--- config.mk ---
export PLATFORM = sky130hd
export DESIGN_NAME = mem_stage_ctrl_flat
export DESIGN_NICKNAME = d
export VERILOG_FILES = /design/src/rtl/mem_stage_ctrl_if.sv /design/src/rtl/mem_stage_ctrl.sv /design/src/flat_wrapper.sv
export SDC_FILE = /design/constraint.sdc
export NUM_CORES = 1
export LEC_CHECK = 0
export BUFFER_PORTS_ARGS = -buffer_cell sky130_fd_sc_hd__buf_2
export CORE_ASPECT_RATIO = 0.75
export CORE_UTILIZATION = 35
export CTS_CLUSTER_SIZE = 24
export DETAILED_ROUTE_END_ITERATION = 16
export PLACE_DENSITY_LB_ADDON = 0.25
export SYNTH_ARGS = -nofsm -noshare
export SYNTH_HDL_FRONTEND = slang
export SYNTH_SLANG_ARGS = --single-unit
--- constraint.sdc ---
create_clock -name clk -period 1.9 [get_ports clk]
set_input_delay 0.095 -clock clk [delete_from_list [all_inputs] [get_ports clk]]
set_output_delay 0.095 -clock clk [all_outputs]
set_load 0.1 [all_outputs]
--- src/rtl/mem_stage_ctrl_if.sv ---
// mem_stage_ctrl_if
// Bundles the MEM-stage pipeline inputs, the data-memory handshake and the
// controller results into one interface.
//   slave  : the controller side (takes pipeline and memory inputs,
//            drives requests, stall, load data and the error flag)
//   master : the environment side (pipeline register and memory model)
interface mem_stage_ctrl_if #(
  parameter int OPCODE_W = 5,
  parameter int ADDR_W   = 16,
  parameter int DATA_W   = 16
);
  // Pipeline side
  logic                valid_in;
  logic                flush;
  logic [OPCODE_W-1:0] opcode;
  logic [ADDR_W-1:0]   addr_in;
  logic [DATA_W-1:0]   wdata_in;
  // Memory side
  logic                mem_busy;
  logic                mem_done;
  logic [DATA_W-1:0]   mem_rdata;
  logic                mem_rd;
  logic                mem_wr;
  logic [ADDR_W-1:0]   mem_addr;
  logic [DATA_W-1:0]   mem_wdata;
  // Results
  logic                stall_pipe;
  logic [DATA_W-1:0]   rd_data;
  logic                rd_valid;
  logic                err;

  modport slave (
    input  valid_in, flush, opcode, addr_in, wdata_in,
    input  mem_busy, mem_done, mem_rdata,
    output mem_rd, mem_wr, mem_addr, mem_wdata,
    output stall_pipe, rd_data, rd_valid, err
  );

  modport master (
    output valid_in, flush, opcode, addr_in, wdata_in,
    output mem_busy, mem_done, mem_rdata,
    input  mem_rd, mem_wr, mem_addr, mem_wdata,
    input  stall_pipe, rd_data, rd_valid, err
  );
endinterface

--- src/rtl/mem_stage_ctrl.sv ---
// mem_stage_ctrl
// Multi-cycle MEM-stage controller. Decodes the MEM opcode into a load or
// store, issues a latched request to a variable-latency memory, stalls the
// pipeline until the access completes, returns load data with a one-cycle
// valid strobe, and raises a sticky error when the memory times out.
// Ports:
//   clk    : clock, all state changes on the rising edge
//   rst    : synchronous active-high reset
//   mem_if : mem_stage_ctrl_if.slave (pipeline inputs, memory handshake,
//            stall_pipe, rd_data/rd_valid, err)
module mem_stage_ctrl #(
  parameter int OPCODE_W = 5,
  parameter int ADDR_W   = 16,
  parameter int DATA_W   = 16,
  parameter int MAX_WAIT = 15   // 1..255, limited by the 8-bit counter
) (
  input  logic              clk,
  input  logic              rst,
  mem_stage_ctrl_if.slave   mem_if
);

  typedef enum logic [2:0] {
    S_IDLE,
    S_REQ,
    S_WAIT,
    S_DONE,
    S_ERR
  } state_t;

  // Last counter value allowed in WAIT before declaring a timeout.
  localparam logic [7:0] CNT_LAST = 8'(MAX_WAIT - 1);

  state_t              state_q;
  logic [7:0]          cnt_q;
  logic                is_rd_q;
  logic                mem_rd_q;
  logic                mem_wr_q;
  logic [ADDR_W-1:0]   mem_addr_q;
  logic [DATA_W-1:0]   mem_wdata_q;
  logic                stall_q;
  logic [DATA_W-1:0]   rd_data_q;
  logic                rd_valid_q;
  logic                err_q;

  logic [OPCODE_W-1:0] opcode;
  logic                rd_op;
  logic                wr_op;
  logic                accept;

  // Only the low five opcode bits select the access kind.
  assign opcode = mem_if.opcode;
  assign rd_op  = (opcode[4:0] == 5'b10001);                             // LD
  assign wr_op  = (opcode[4:0] == 5'b10000) || (opcode[4:0] == 5'b10011); // ST, STU

  assign accept = (state_q == S_IDLE) && mem_if.valid_in && !mem_if.flush
                  && (rd_op || wr_op);

  always_ff @(posedge clk) begin
    if (rst) begin
      state_q     <= S_IDLE;
      cnt_q       <= 8'd0;
      is_rd_q     <= 1'b0;
      mem_rd_q    <= 1'b0;
      mem_wr_q    <= 1'b0;
      mem_addr_q  <= '0;
      mem_wdata_q <= '0;
      stall_q     <= 1'b0;
      rd_data_q   <= '0;
      rd_valid_q  <= 1'b0;
      err_q       <= 1'b0;
    end else begin
      // rd_valid is a strobe: it is only ever set on the edge entering DONE.
      rd_valid_q <= 1'b0;
      case (state_q)
        S_IDLE: begin
          if (accept) begin
            mem_addr_q  <= mem_if.addr_in;
            mem_wdata_q <= mem_if.wdata_in;
            is_rd_q     <= rd_op;
            mem_rd_q    <= rd_op;
            mem_wr_q    <= wr_op;
            stall_q     <= 1'b1;
            state_q     <= S_REQ;
          end
        end
        S_REQ: begin
          // A busy memory holds the request even if it also signals done.
          if (!mem_if.mem_busy) begin
            mem_rd_q <= 1'b0;
            mem_wr_q <= 1'b0;
            if (mem_if.mem_done) begin
              stall_q <= 1'b0;
              state_q <= S_DONE;
              if (is_rd_q) begin
                rd_data_q  <= mem_if.mem_rdata;
                rd_valid_q <= 1'b1;
              end
            end else begin
              cnt_q   <= 8'd0;
              state_q <= S_WAIT;
            end
          end
        end
        S_WAIT: begin
          // Completion on the limit cycle still counts as success.
          if (mem_if.mem_done) begin
            stall_q <= 1'b0;
            state_q <= S_DONE;
            if (is_rd_q) begin
              rd_data_q  <= mem_if.mem_rdata;
              rd_valid_q <= 1'b1;
            end
          end else if (cnt_q == CNT_LAST) begin
            err_q   <= 1'b1;
            state_q <= S_ERR;
          end else begin
            cnt_q <= cnt_q + 8'd1;
          end
        end
        S_DONE: begin
          state_q <= S_IDLE;
        end
        S_ERR: begin
          // Locked with the pipeline stalled until reset.
          state_q <= S_ERR;
        end
        default: begin
          state_q <= S_IDLE;
        end
      endcase
    end
  end

  assign mem_if.mem_rd     = mem_rd_q;
  assign mem_if.mem_wr     = mem_wr_q;
  assign mem_if.mem_addr   = mem_addr_q;
  assign mem_if.mem_wdata  = mem_wdata_q;
  // The stall must rise in the accept cycle itself, before any register update.
  assign mem_if.stall_pipe = accept || stall_q;
  assign mem_if.rd_data    = rd_data_q;
  assign mem_if.rd_valid   = rd_valid_q;
  assign mem_if.err        = err_q;

endmodule

--- src/flat_wrapper.sv ---
// flat-port wrapper written by rule: the top's interface ports become plain ports
module mem_stage_ctrl_flat 
#(
  parameter int OPCODE_W = 5,
  parameter int ADDR_W   = 16,
  parameter int DATA_W   = 16,
  parameter int MAX_WAIT = 15                                          
)
  (clk, rst, mem_if_valid_in, mem_if_flush, mem_if_opcode, mem_if_addr_in, mem_if_wdata_in, mem_if_mem_busy, mem_if_mem_done, mem_if_mem_rdata, mem_if_mem_rd, mem_if_mem_wr, mem_if_mem_addr, mem_if_mem_wdata, mem_if_stall_pipe, mem_if_rd_data, mem_if_rd_valid, mem_if_err);
  mem_stage_ctrl_if #(.OPCODE_W(OPCODE_W), .ADDR_W(ADDR_W), .DATA_W(DATA_W)) mem_if_i ();
  input  logic clk;
  input  logic rst;
  input wire logic [$bits(mem_if_i.valid_in)-1:0] mem_if_valid_in;
  input wire logic [$bits(mem_if_i.flush)-1:0] mem_if_flush;
  input wire logic [$bits(mem_if_i.opcode)-1:0] mem_if_opcode;
  input wire logic [$bits(mem_if_i.addr_in)-1:0] mem_if_addr_in;
  input wire logic [$bits(mem_if_i.wdata_in)-1:0] mem_if_wdata_in;
  input wire logic [$bits(mem_if_i.mem_busy)-1:0] mem_if_mem_busy;
  input wire logic [$bits(mem_if_i.mem_done)-1:0] mem_if_mem_done;
  input wire logic [$bits(mem_if_i.mem_rdata)-1:0] mem_if_mem_rdata;
  output wire logic [$bits(mem_if_i.mem_rd)-1:0] mem_if_mem_rd;
  output wire logic [$bits(mem_if_i.mem_wr)-1:0] mem_if_mem_wr;
  output wire logic [$bits(mem_if_i.mem_addr)-1:0] mem_if_mem_addr;
  output wire logic [$bits(mem_if_i.mem_wdata)-1:0] mem_if_mem_wdata;
  output wire logic [$bits(mem_if_i.stall_pipe)-1:0] mem_if_stall_pipe;
  output wire logic [$bits(mem_if_i.rd_data)-1:0] mem_if_rd_data;
  output wire logic [$bits(mem_if_i.rd_valid)-1:0] mem_if_rd_valid;
  output wire logic [$bits(mem_if_i.err)-1:0] mem_if_err;
  assign mem_if_i.valid_in = mem_if_valid_in;
  assign mem_if_i.flush = mem_if_flush;
  assign mem_if_i.opcode = mem_if_opcode;
  assign mem_if_i.addr_in = mem_if_addr_in;
  assign mem_if_i.wdata_in = mem_if_wdata_in;
  assign mem_if_i.mem_busy = mem_if_mem_busy;
  assign mem_if_i.mem_done = mem_if_mem_done;
  assign mem_if_i.mem_rdata = mem_if_mem_rdata;
  assign mem_if_mem_rd = mem_if_i.mem_rd;
  assign mem_if_mem_wr = mem_if_i.mem_wr;
  assign mem_if_mem_addr = mem_if_i.mem_addr;
  assign mem_if_mem_wdata = mem_if_i.mem_wdata;
  assign mem_if_stall_pipe = mem_if_i.stall_pipe;
  assign mem_if_rd_data = mem_if_i.rd_data;
  assign mem_if_rd_valid = mem_if_i.rd_valid;
  assign mem_if_err = mem_if_i.err;
  mem_stage_ctrl #(.OPCODE_W(OPCODE_W), .ADDR_W(ADDR_W), .DATA_W(DATA_W), .MAX_WAIT(MAX_WAIT)) u_core (.clk(clk), .rst(rst), .mem_if(mem_if_i));
endmodule
Word-level counts from Yosys, hierarchy flattened
Cells that the tools add are included.

Bits of input ports: 59. Word-level logic and storage cells: 72. Output and inout bits: 53. Register bits after elaboration: 65.

Bitwise gates (word level): 1. Reduce and logical (&&, ||, !) cells: 18. Eq/ne operators: 13. Muxes and demuxes: 28. Add/subtract/negate cells: 1.

Operators with widths (number): 16-bit 2-to-1 mux (3); 8-bit 2-to-1 mux (4); 16-bit case mux with 2 select lines (1); 8-bit case mux with 2 select lines (1); 5-bit == test, second input constant (3); 3-bit 2-to-1 mux (4); 3-bit case mux with 4 select lines (1); 3-bit AND reduction (4); 1-bit 2-to-1 mux (10); 8-bit by 1-bit adder with 8-bit output, second input constant (1); 8-bit by 4-bit == test with 1-bit output, second input constant (1); 2-bit inequality test, second input constant (4); 1-bit case mux with 2 select lines (3); 5-bit AND reduction (1); 2-bit AND reduction (2); 2-bit nonzero test (2); 3-bit by 1-bit == test with 1-bit output, second input constant (1); 3-bit by 2-bit == test with 1-bit output, second input constant (1); 3-bit == test, second input constant (1); 1-bit logical AND (3); 3-bit zero test (1); 1-bit logical OR (3); 3-bit by 2-bit inequality test with 1-bit output, second input constant (1); 1-bit case mux with 3 select lines (1); other kinds (4) (4).

Depth between registers and ports, before layout
Depth after elaboration: 6. Depth in mapped cells: 7. Gate-level depth less buffers: 6.

Least setup slack after synthesis
OpenSTA, ideal clock, no wires.

Path type: register to output. From: register u_core.state_q[0]. To: output port mem_if_stall_pipe. Data required time: 1.805 ns. Data arrival time: 1.809 ns. Path slack: -0.004 ns. Buffers on the path: 3. Stages on the path, launching flop included: 7. Cell sequence: dfxtp_1 > buf_4 > nor4_4 > and2_1 > buf_2 > buf_2 > or2_2.

Word-level cells in the longest chain between the ends: 5.

RTL lines: start, declared (RTL line mem_stage_ctrl.sv:33) `state_t state_q;`; start signal, assigned (RTL line mem_stage_ctrl.sv:60) `state_q <= S_IDLE;`; start signal, assigned (RTL line mem_stage_ctrl.sv:83) `state_q <= S_REQ;`; start signal, assigned (RTL line mem_stage_ctrl.sv:93) `state_q <= S_DONE;`; 3-bit zero test (RTL line mem_stage_ctrl.sv:55) `assign accept = (state_q == S_IDLE) && mem_if.valid_in && !mem_if.flush`; 1-bit logical AND (2 in series) (RTL line mem_stage_ctrl.sv:55); 1-bit logical AND (RTL line mem_stage_ctrl.sv:56) `&& (rd_op || wr_op);`; 1-bit logical OR (RTL line mem_stage_ctrl.sv:139) `assign mem_if.stall_pipe = accept || stall_q;`; end, declared (RTL line flat_wrapper.sv:25) `output wire logic [$bits(mem_if_i.stall_pipe)-1:0] mem_if_stall_pipe;`.

No other way between the ends.

Worst setup path in the final report
Ends and elaborated chain as after synthesis.

==> impl_metrics.py <==
metrics = {
    "status": {
        "status": "finished, final reports clean",
    },
    "die": {
        "die_h_um": 79.0,
        "num_rows": 27,
        "die-area_um2": 8270,
        "pin_count": 112,
        "core_um2": 7500,
        "start_util_pct": 36.9,
        "fp.dieW_um": 105,
    },
    "power": {
        "p_int_mw": 2.18,
        "p_switching_uw": 677,
        "power_density_nw_per_um2": 691,
        "ir_drop_v": 0.000463,
        "switching_share_pct": 23.7,
        "seqPwrFrac_pct": 48.2,
        "clkPwrFrac_pct": 41.0,
        "combPwrFrac_pct": 10.8,
        "leakage_nw": 1.96,
        "power.total_mw": 2.86,
    },
    "route": {
        "wl_per_cell_um": 13.4,
        "avgViaCountPerCell": 4.92,
        "first_iter_violations": 170,
        "drtPass1Iterations": 4,
        "routed_wl_mm": 7.59,
        "ant_nets": 0,
        "via_count": 2778,
        "drc_errors": 0,
    },
    "global_routing": {
        "grt-busiest-layer": "met2",
        "grt_pass1_wl_mm": 12.1,
        "grtUsageMet1_pct": 23.6,
        "grt_overflow_total": 0,
        "grt_pass1_vias": 2558,
        "grt_util_met3_pct": 4.93,
        "grt.total_usage_pct": 18.3,
        "grt_max_degree": 68,
        "antenna_found_initial": 0,
        "gr-usage-met2_pct": 30.1,
    },
    "cts": {
        "cts_max_level": 3,
        "cts_buffer_depth": 2,
        "clk_latency_ns": 0.34,
        "cts_root_buf": "clkbuf_8",
        "cts_resized": 0,
        "cts_buffers": 9,
        "numClockSinks": 65,
        "path_clk_slew_ns": 0.08,
        "cts_tree": "yes",
    },
    "yosys": {
        "synth_flop_cell": "dfxtp_1",
        "syn_nets": 365,
        "synth_commonest_cells": "dfxtp_1, a21oi_1, nand2_1",
        "yosysSeqAreaShare_pct": 47.0,
        "synth_most_common_cell": "dfxtp_1",
        "syn_inst": 304,
        "yosysUniqueCellTypes": 42,
        "synth_edf_count": 0,
        "yosys.area.top_type": "dfxtp_1",
        "avgSynthCellArea_um2": 9.11,
        "yosys-top-cells-area": "dfxtp_1, a31o_2, a21oi_1",
        "synth.yosys.warnings": 0,
        "yosysTopAreaCellShare_pct": 47.0,
        "ys_ff_latch": 65,
        "ys_async_sr_fraction_pct": 0,
        "synth_area_um2": 2770,
    },
    "worst_setup_path": {
        "required_ns": 1.80,
        "rrSetupSlack_ns": 0.12,
        "cp_max_fo": 7,
        "end_kind": "output pin",
        "cp-start-kind": "flip-flop",
        "cp_data_arrival_time_ns": 1.71,
        "path_class": "flip-flop to output pin",
    },
    "placed_design": {
        "dpl_cell_area_um2": 3480,
        "numPortBuffers": 111,
        "place_congestion": 0.801,
        "dp.final_hpwl_mm": 4.85,
    },
    "final_layout": {
        "diodes": 0,
        "fin_nets": 521,
        "fin_area_um2": 4140,
        "drive_gt1_share_pct": 39.2,
        "syn_to_final_growth_pct": 49.5,
    },
    "timing": {
        "final-setup-viol-count": 0,
        "max_freq_mhz": 554,
        "relSlewSlack_pct": 66.8,
        "finalCritPeriodShare_pct": 95.0,
        "fin_skew_ns": 0.0121,
        "fin_setup_tns_ns": 0,
        "finalCriticalPeriod_ns": 1.80,
        "worst_pin_slew_ns": 0.501,
        "grt_setup_unrepaired": "no",
        "drv_slew": 0,
        "finalHoldViolCount": 0,
    },
    "job": {
        "maxCapViolCount": 0,
    },
    "hold_path": {
        "hold_path.class": "input pin to flip-flop",
    },
}
metrics by stage:
stage / setup WS (ns) / cells / util, % / hold WS, ns
4_1_cts: 0.0632 / 565 / 55.2 / 0.000706
2_1_floorplan: 0.126 / 304 / - / 0.239
6_report: 0.0954 / 565 / 55.2 / 0.0122
3_3_place_gp: 0.196 / 504 / 46.4 / 0.321
3_5_place_dp: 0.161 / 504 / 46.4 / 0.326
5_1_grt: 0.00408 / 565 / 55.2 / 0.0185
sequential cells by signal, summed over array words and instances (netlist names):
register,cells
u_core.mem_if.rd_data,16
u_core.mem_if.mem_rd,1
u_core.is_rd_q,1
u_core.stall_q,1
u_core.mem_if.mem_wdata,16
u_core.mem_if.mem_addr,16
u_core.cnt_q,8
u_core.mem_if.err,1
u_core.mem_if.mem_wr,1
u_core.mem_if.rd_valid,1
u_core.state_q,3
what timing repair did:
| action | in CTS | in global routing |
|---|---|---|
| hold endpoints to repair | 46 | 0 |
| hold buffers | 46 | 0 |
| buffers inserted | 0 | 0 |
final timing paths:
check | from | end | cells after the start
min reg2reg | u_core.stall_q | u_core.stall_q | 1
max | u_core.state_q[0] | mem_if_stall_pipe | 5
max reg2reg | u_core.state_q[1] | u_core.state_q[0] | 5
min | mem_if_mem_rdata[9] | u_core.mem_if.rd_data[9] | 3
per-layer routing:
metal	vias to the layer above	part of all wire (%)	wire (um)
li1	1406	-	-
met1	1256	46	3520
met2	108	46	3480
met3	8	6.7	505
met4	0	1.1	85
met5	-	0	0
placed cells by master (no fill, tap or decap), drive strengths merged, types with 4 or more instances in the layout:
master	synthesis	final
dlygate4sd3	0	46
a21oi	40	40
a31o	32	32
buf	10	125
nor2	24	24
nor4	4	4
mux2i	16	16
or4	6	6
nand3	4	4
o21ai	8	8
nand2	37	37
inv	4	4
dfxtp	65	65
clkbuf	16	12
o31ai	4	4
kinds of logic after synthesis:
family	count (synthesis)	synth area share (%)
fa+ha+maj	2	0.904
buf+inv	30	5.02
flops	65	47.0
mux	16	5.78
simple gates	94	17.5
compound gates	97	23.8
critical path: stages, from the launching register on:
cell     delay (ns)
dfxtp_1        0.33
buf_4          0.16
nor4_4         0.33
and2_1         0.24
or2_4          0.15
buf_12         0.16
power groups by stage:
stage | logic [mW] | registers [mW] | clock network, mW
floorplan | 0.0815 | 1.46 | 0
global placement | 0.230 | 1.41 | 0
detailed placement | 0.231 | 1.41 | 0
CTS | 0.304 | 1.38 | 1.20
global route | 0.328 | 1.38 | 1.27
finish | 0.308 | 1.38 | 1.17
cell type report:
cell class	instances	area, um^2
fill	698	3360
multi-input combinational	209	1340
sequential	65	1300
timing repair buffer	171	1160
clock buffer	12	155
tap	101	126
clock inverter	3	40.0
inverter	4	15.0
Power figures use the tool's default switching activity.
